--- src/rtl/y86_imem_fetch.sv ---
// Instruction fetch window assembler: reads aligned 32-bit words over req/ack and
// returns the INST_BYTES-byte window starting at an arbitrary byte PC.
module y86_imem_fetch #(
    parameter int unsigned ADDR_W     = 32,
    parameter int unsigned INST_BYTES = 6
) (
    input  logic                    clk,
    input  logic                    rst,
    input  logic [ADDR_W-1:0]       pc_i,
    input  logic                    pc_valid_i,
    output logic                    pc_ready_o,
    input  logic                    flush_i,
    output logic [ADDR_W-1:0]       mem_addr_o,
    output logic                    mem_req_o,
    input  logic                    mem_ack_i,
    input  logic [31:0]             mem_rdata_i,
    input  logic                    mem_err_i,
    output logic [8*INST_BYTES-1:0] inst_o,
    output logic [ADDR_W-1:0]       inst_pc_o,
    output logic                    inst_valid_o,
    input  logic                    inst_ready_i,
    output logic                    inst_err_o
);

    // Worst case is offset 3, so the window can straddle up to this many words.
    localparam int unsigned MaxWords = (INST_BYTES + 6) / 4;

    localparam logic [1:0] StIdle  = 2'd0;
    localparam logic [1:0] StFetch = 2'd1;
    localparam logic [1:0] StDrain = 2'd2;
    localparam logic [1:0] StOut   = 2'd3;

    logic [1:0]            state_q;
    logic [1:0]            cnt_q;
    logic [1:0]            nwords_q;
    logic [ADDR_W-1:0]     pc_q;
    logic [32*MaxWords-1:0] buf_q;
    logic                  err_q;

    logic                  accept;
    logic                  last_word;
    logic [3:0]            span;
    logic [ADDR_W-1:0]     base;

    assign pc_ready_o = (state_q == StIdle) && !flush_i && !rst;
    assign accept     = pc_valid_i && pc_ready_o;
    assign last_word  = (cnt_q == nwords_q - 2'd1);
    assign span       = 4'(pc_i[1:0]) + 4'(INST_BYTES + 3);
    assign base       = {pc_q[ADDR_W-1:2], 2'b00};

    assign mem_req_o    = (state_q == StFetch) || (state_q == StDrain);
    assign mem_addr_o   = mem_req_o ? base + ADDR_W'({cnt_q, 2'b00}) : '0;
    assign inst_pc_o    = pc_q;
    assign inst_valid_o = (state_q == StOut);
    assign inst_err_o   = (state_q == StOut) && err_q;

    // Byte pc+k sits at buffer byte off+k and lands MSB-first on the bus.
    always_comb begin
        inst_o = '0;
        for (int k = 0; k < int'(INST_BYTES); k++) begin
            inst_o[8*(int'(INST_BYTES)-1-k) +: 8] = buf_q[8*(int'(pc_q[1:0])+k) +: 8];
        end
    end

    always_ff @(posedge clk) begin
        if (rst) begin
            state_q  <= StIdle;
            cnt_q    <= '0;
            nwords_q <= '0;
            pc_q     <= '0;
            buf_q    <= '0;
            err_q    <= 1'b0;
        end else begin
            unique case (state_q)
                StIdle: begin
                    if (accept) begin
                        pc_q     <= pc_i;
                        nwords_q <= span[3:2];
                        cnt_q    <= '0;
                        err_q    <= 1'b0;
                        state_q  <= StFetch;
                    end
                end
                StFetch: begin
                    if (flush_i) begin
                        state_q <= mem_ack_i ? StIdle : StDrain;
                    end else if (mem_ack_i) begin
                        for (int w = 0; w < int'(MaxWords); w++) begin
                            if (int'(cnt_q) == w) begin
                                buf_q[32*w +: 32] <= mem_rdata_i;
                            end
                        end
                        err_q <= err_q | mem_err_i;
                        if (last_word) begin
                            state_q <= StOut;
                        end else begin
                            cnt_q <= cnt_q + 2'd1;
                        end
                    end
                end
                StDrain: begin
                    if (mem_ack_i) begin
                        state_q <= StIdle;
                    end
                end
                StOut: begin
                    if (flush_i || inst_ready_i) begin
                        state_q <= StIdle;
                    end
                end
                default: state_q <= StIdle;
            endcase
        end
    end

endmodule

--- config.mk ---
export PLATFORM = sky130hd
export DESIGN_NAME = y86_imem_fetch
export DESIGN_NICKNAME = d
export VERILOG_FILES = /design/src/rtl/y86_imem_fetch.sv
export SDC_FILE = /design/constraint.sdc
export NUM_CORES = 1
export LEC_CHECK = 0
export ABC_AREA = 1
export CAP_MARGIN = 0
export CORE_MARGIN = 2
export CORE_UTILIZATION = 45
export DETAILED_ROUTE_END_ITERATION = 10
export PLACE_DENSITY = 0.84
export REMOVE_ABC_BUFFERS = 1
export SKIP_LAST_GASP = 1
export SYNTH_ARGS = -nofsm -noshare
export SYNTH_HDL_FRONTEND = slang
export SYNTH_SLANG_ARGS = --single-unit
--- constraint.sdc ---
create_clock -name clk -period 2.2 [get_ports clk]
set_input_delay 0.22 -clock clk [delete_from_list [all_inputs] [get_ports clk]]
set_output_delay 0.22 -clock clk [all_outputs]
set_load 0.02 [all_outputs]
==> run summary <==
Status: complete, but fails checks
Violated checks: setup timing
Final HPWL DP: 14400 um
Max-Slew Margin vs Limit: 65.4%
Syn avg cell area: 6.55 um2
# port buffers: 184
Vias per cell: 5.31
H-tree depth: 3
Initial Utilization: 46.4%
Post-synthesis sequential area ratio: 35.9%
Overall Global Routing Usage: 27.2%
Hold Fails Final Rpt: 0
Critical Path Start Type: register
Data arrival time of the worst path: 2.14 ns
Fin util: 67.8%
Gate Count Post-Synth: 945
CTS sink cnt: 111
Slew @ Worst Pin: 0.518 ns
Skew final: 0.00741 ns
GRT Residual Overflow: 0
Wire per inst: 15.4 um
Yosys reg bits: 111
Clock transition at the registers of the reported paths: 0.07 ns
Core ar.: 0.0133 mm2
Layout cells sized above 1: 15.1%
Ys Warns: 0
Commonest non-fill, non-tap cells in the layout: 193 x nor2_1, 169 x o21ai_0, 136 x nand2_1, 108 x clkdlybuf4s50_1, 103 x dfxtp_1
Clock Tree Root: clkbuf_16
Vias: 7093
Max-Cap Viols: 0
Die height: 121 um
CTS tree: yes
Largest net degree at the start of global routing: 108
Post-synth top area cell: dfxtp_1
TritonCTS Buffers: 9
Clock Latency Late Sink: 0.36 ns
Routed Antenna Nets: 0
Tcrit/Tclk final: 107%
Final TNS setup: -1.20 ns
Peak VDD IR: 0.000557 V
Synth cell types: 36
Leakage power: 3.90 nW
Diodes inserted: 0
Layout Nets: 1236
RePlAce Congestion: 1.01
Max-slew violation count: 0
IO Pins: 187
First-pass GRT wire length: 31700 um
FP Rows: 42
Final setup viols: 14
Tmin final: 2.36 ns
CP Max Fanout: 3
Async SR Flop Fraction: 0%
RSZ-0062 raised after global routing: yes
Drt pass-1 iters: 4
Die X: 121 um
Synthesized area: 0.00619 mm2
PwrDens: 762 mW/mm2
Area Growth Syn to Fin: 46.3%
Setup WS pre-CTS: -0.194 ns
Main synth FF type: dfxtp_1
Yosys top cell area share: 35.9%
Largest buffer count on any clock path: 2
DRC violations left: 0
Total power draw: 6.90 mW
Most common cell after layout, fill and taps aside: nor2_1
Die area: 0.0147 mm2
Vias in the first global route: 6644
EDFF count, synth: 0
WL final: 20500 um
Fmax: 424 MHz
Setup ws final: -0.158 ns
Critical path type: register to primary output
Hold Path Class: input pin to register
Worst EP required: 1.98 ns
Antenna violations before repair: 0
Synth top area cells: dfxtp_1 36%, o21ai_0 14%, nor2_1 12%, nand2_1 8.6%, a21oi_1 6.2%
Drt initial violations: 505
Critical Path End Type: primary output
## kinds of logic (layout without fill, tap and decap cells)
family	after synthesis	in the layout	share of synthesized area [%]
fa+ha+maj	10	10	2.14
simple gates	393	393	26.2
mux	22	22	3.56
xor+xnor	7	7	0.991
buf+inv	129	343	8.55
other cells	1	2	0.0606
compound gates	272	272	22.6
flops	111	111	35.9
## what timing repair did
| action | in CTS | in global routing |
|---|---|---|
| setup endpoints to repair | 60 | 43 |
| gates resized for setup | 152 | 73 |
| hold buffers | 0 | 0 |
| buffers inserted | 4 | 6 |
| pin swaps | 7 | 12 |
| cloned | 0 | 0 |
## through the flow
step | instance area [um2] | hold slack, ns | std cells
floorplan | 5940 | 0.289 | 891
global placement | 8540 | 0.442 | 1312
detailed placement | 8540 | 0.444 | 1312
CTS | 8860 | 0.432 | 1332
global route | 9050 | 0.471 | 1336
finish | 9050 | 0.439 | 1336
## layout make-up
| type | instances | area (um2) |
|---|---|---|
| Tap cell | 176 | 220 |
| Multi-Input combinational cell | 706 | 3600 |
| Clock buffer | 11 | 243 |
| Inverter | 74 | 278 |
| Sequential cell | 111 | 2230 |
| Clock inverter | 5 | 63.8 |
| Fill cell | 1164 | 4300 |
| Timing Repair Buffer | 253 | 2410 |
## critical path, cell delays in order (launching register included)
cell and delay [ns]:
dfxtp_2 0.37, ha_4 0.16, fa_2 0.26, nand3_2 0.13, nor2_4 0.20, nand2_2 0.10, buf_6 0.13, nor3_4 0.11
nor2_1 0.06, nor2_1 0.12, buf_4 0.16
## report_power, final
group / total [mW] / switching, mW / leakage (nW) / internal (mW)
Clock: 1.72 / 0.790 / 0.152 / 0.928
Sequential: 2.36 / 0.155 / 0.903 / 2.21
Combinational: 2.82 / 1.67 / 2.85 / 1.15
## per-layer routing
layer / part of all wire (%) / global-route usage (%) / vias up
met4: 2.3 / 10.5 / 0
met1: 40 / 32.5 / 3191
met2: 49 / 47.4 / 338
met3: 8.7 / 5.97 / 41
met5: 0 / 0 / -
li1: - / - / 3523
## worst paths after layout
kind	startpoint	cells past startpoint	slack [ns]	to
worst min-delay path	mem_err_i	3	0.44	err_q
worst max-delay path	cnt_q[0]	10	-0.16	mem_addr_o[16]
worst max register to register	state_q[0]	6	0.36	inst_pc_o[26]
worst min register to register	err_q	2	0.45	err_q
## cells in the mapped netlist, drive strengths merged (9+ instances only)
cell / number
nor2: 209
o21ai: 178
nand2: 148
dfxtp: 111
a21oi: 77
inv: 73
clkbuf: 32
buf: 23
nand3: 23
mux2i: 22
ha: 9
o22ai: 9
## flip-flops by register name, indices dropped and copies added (netlist names)
signal	flops
buf_q	72
state_q	2
inst_pc_o	32
nwords_q	2
err_q	1
cnt_q	2
Note: power is estimated with default switching activity, not from simulation.
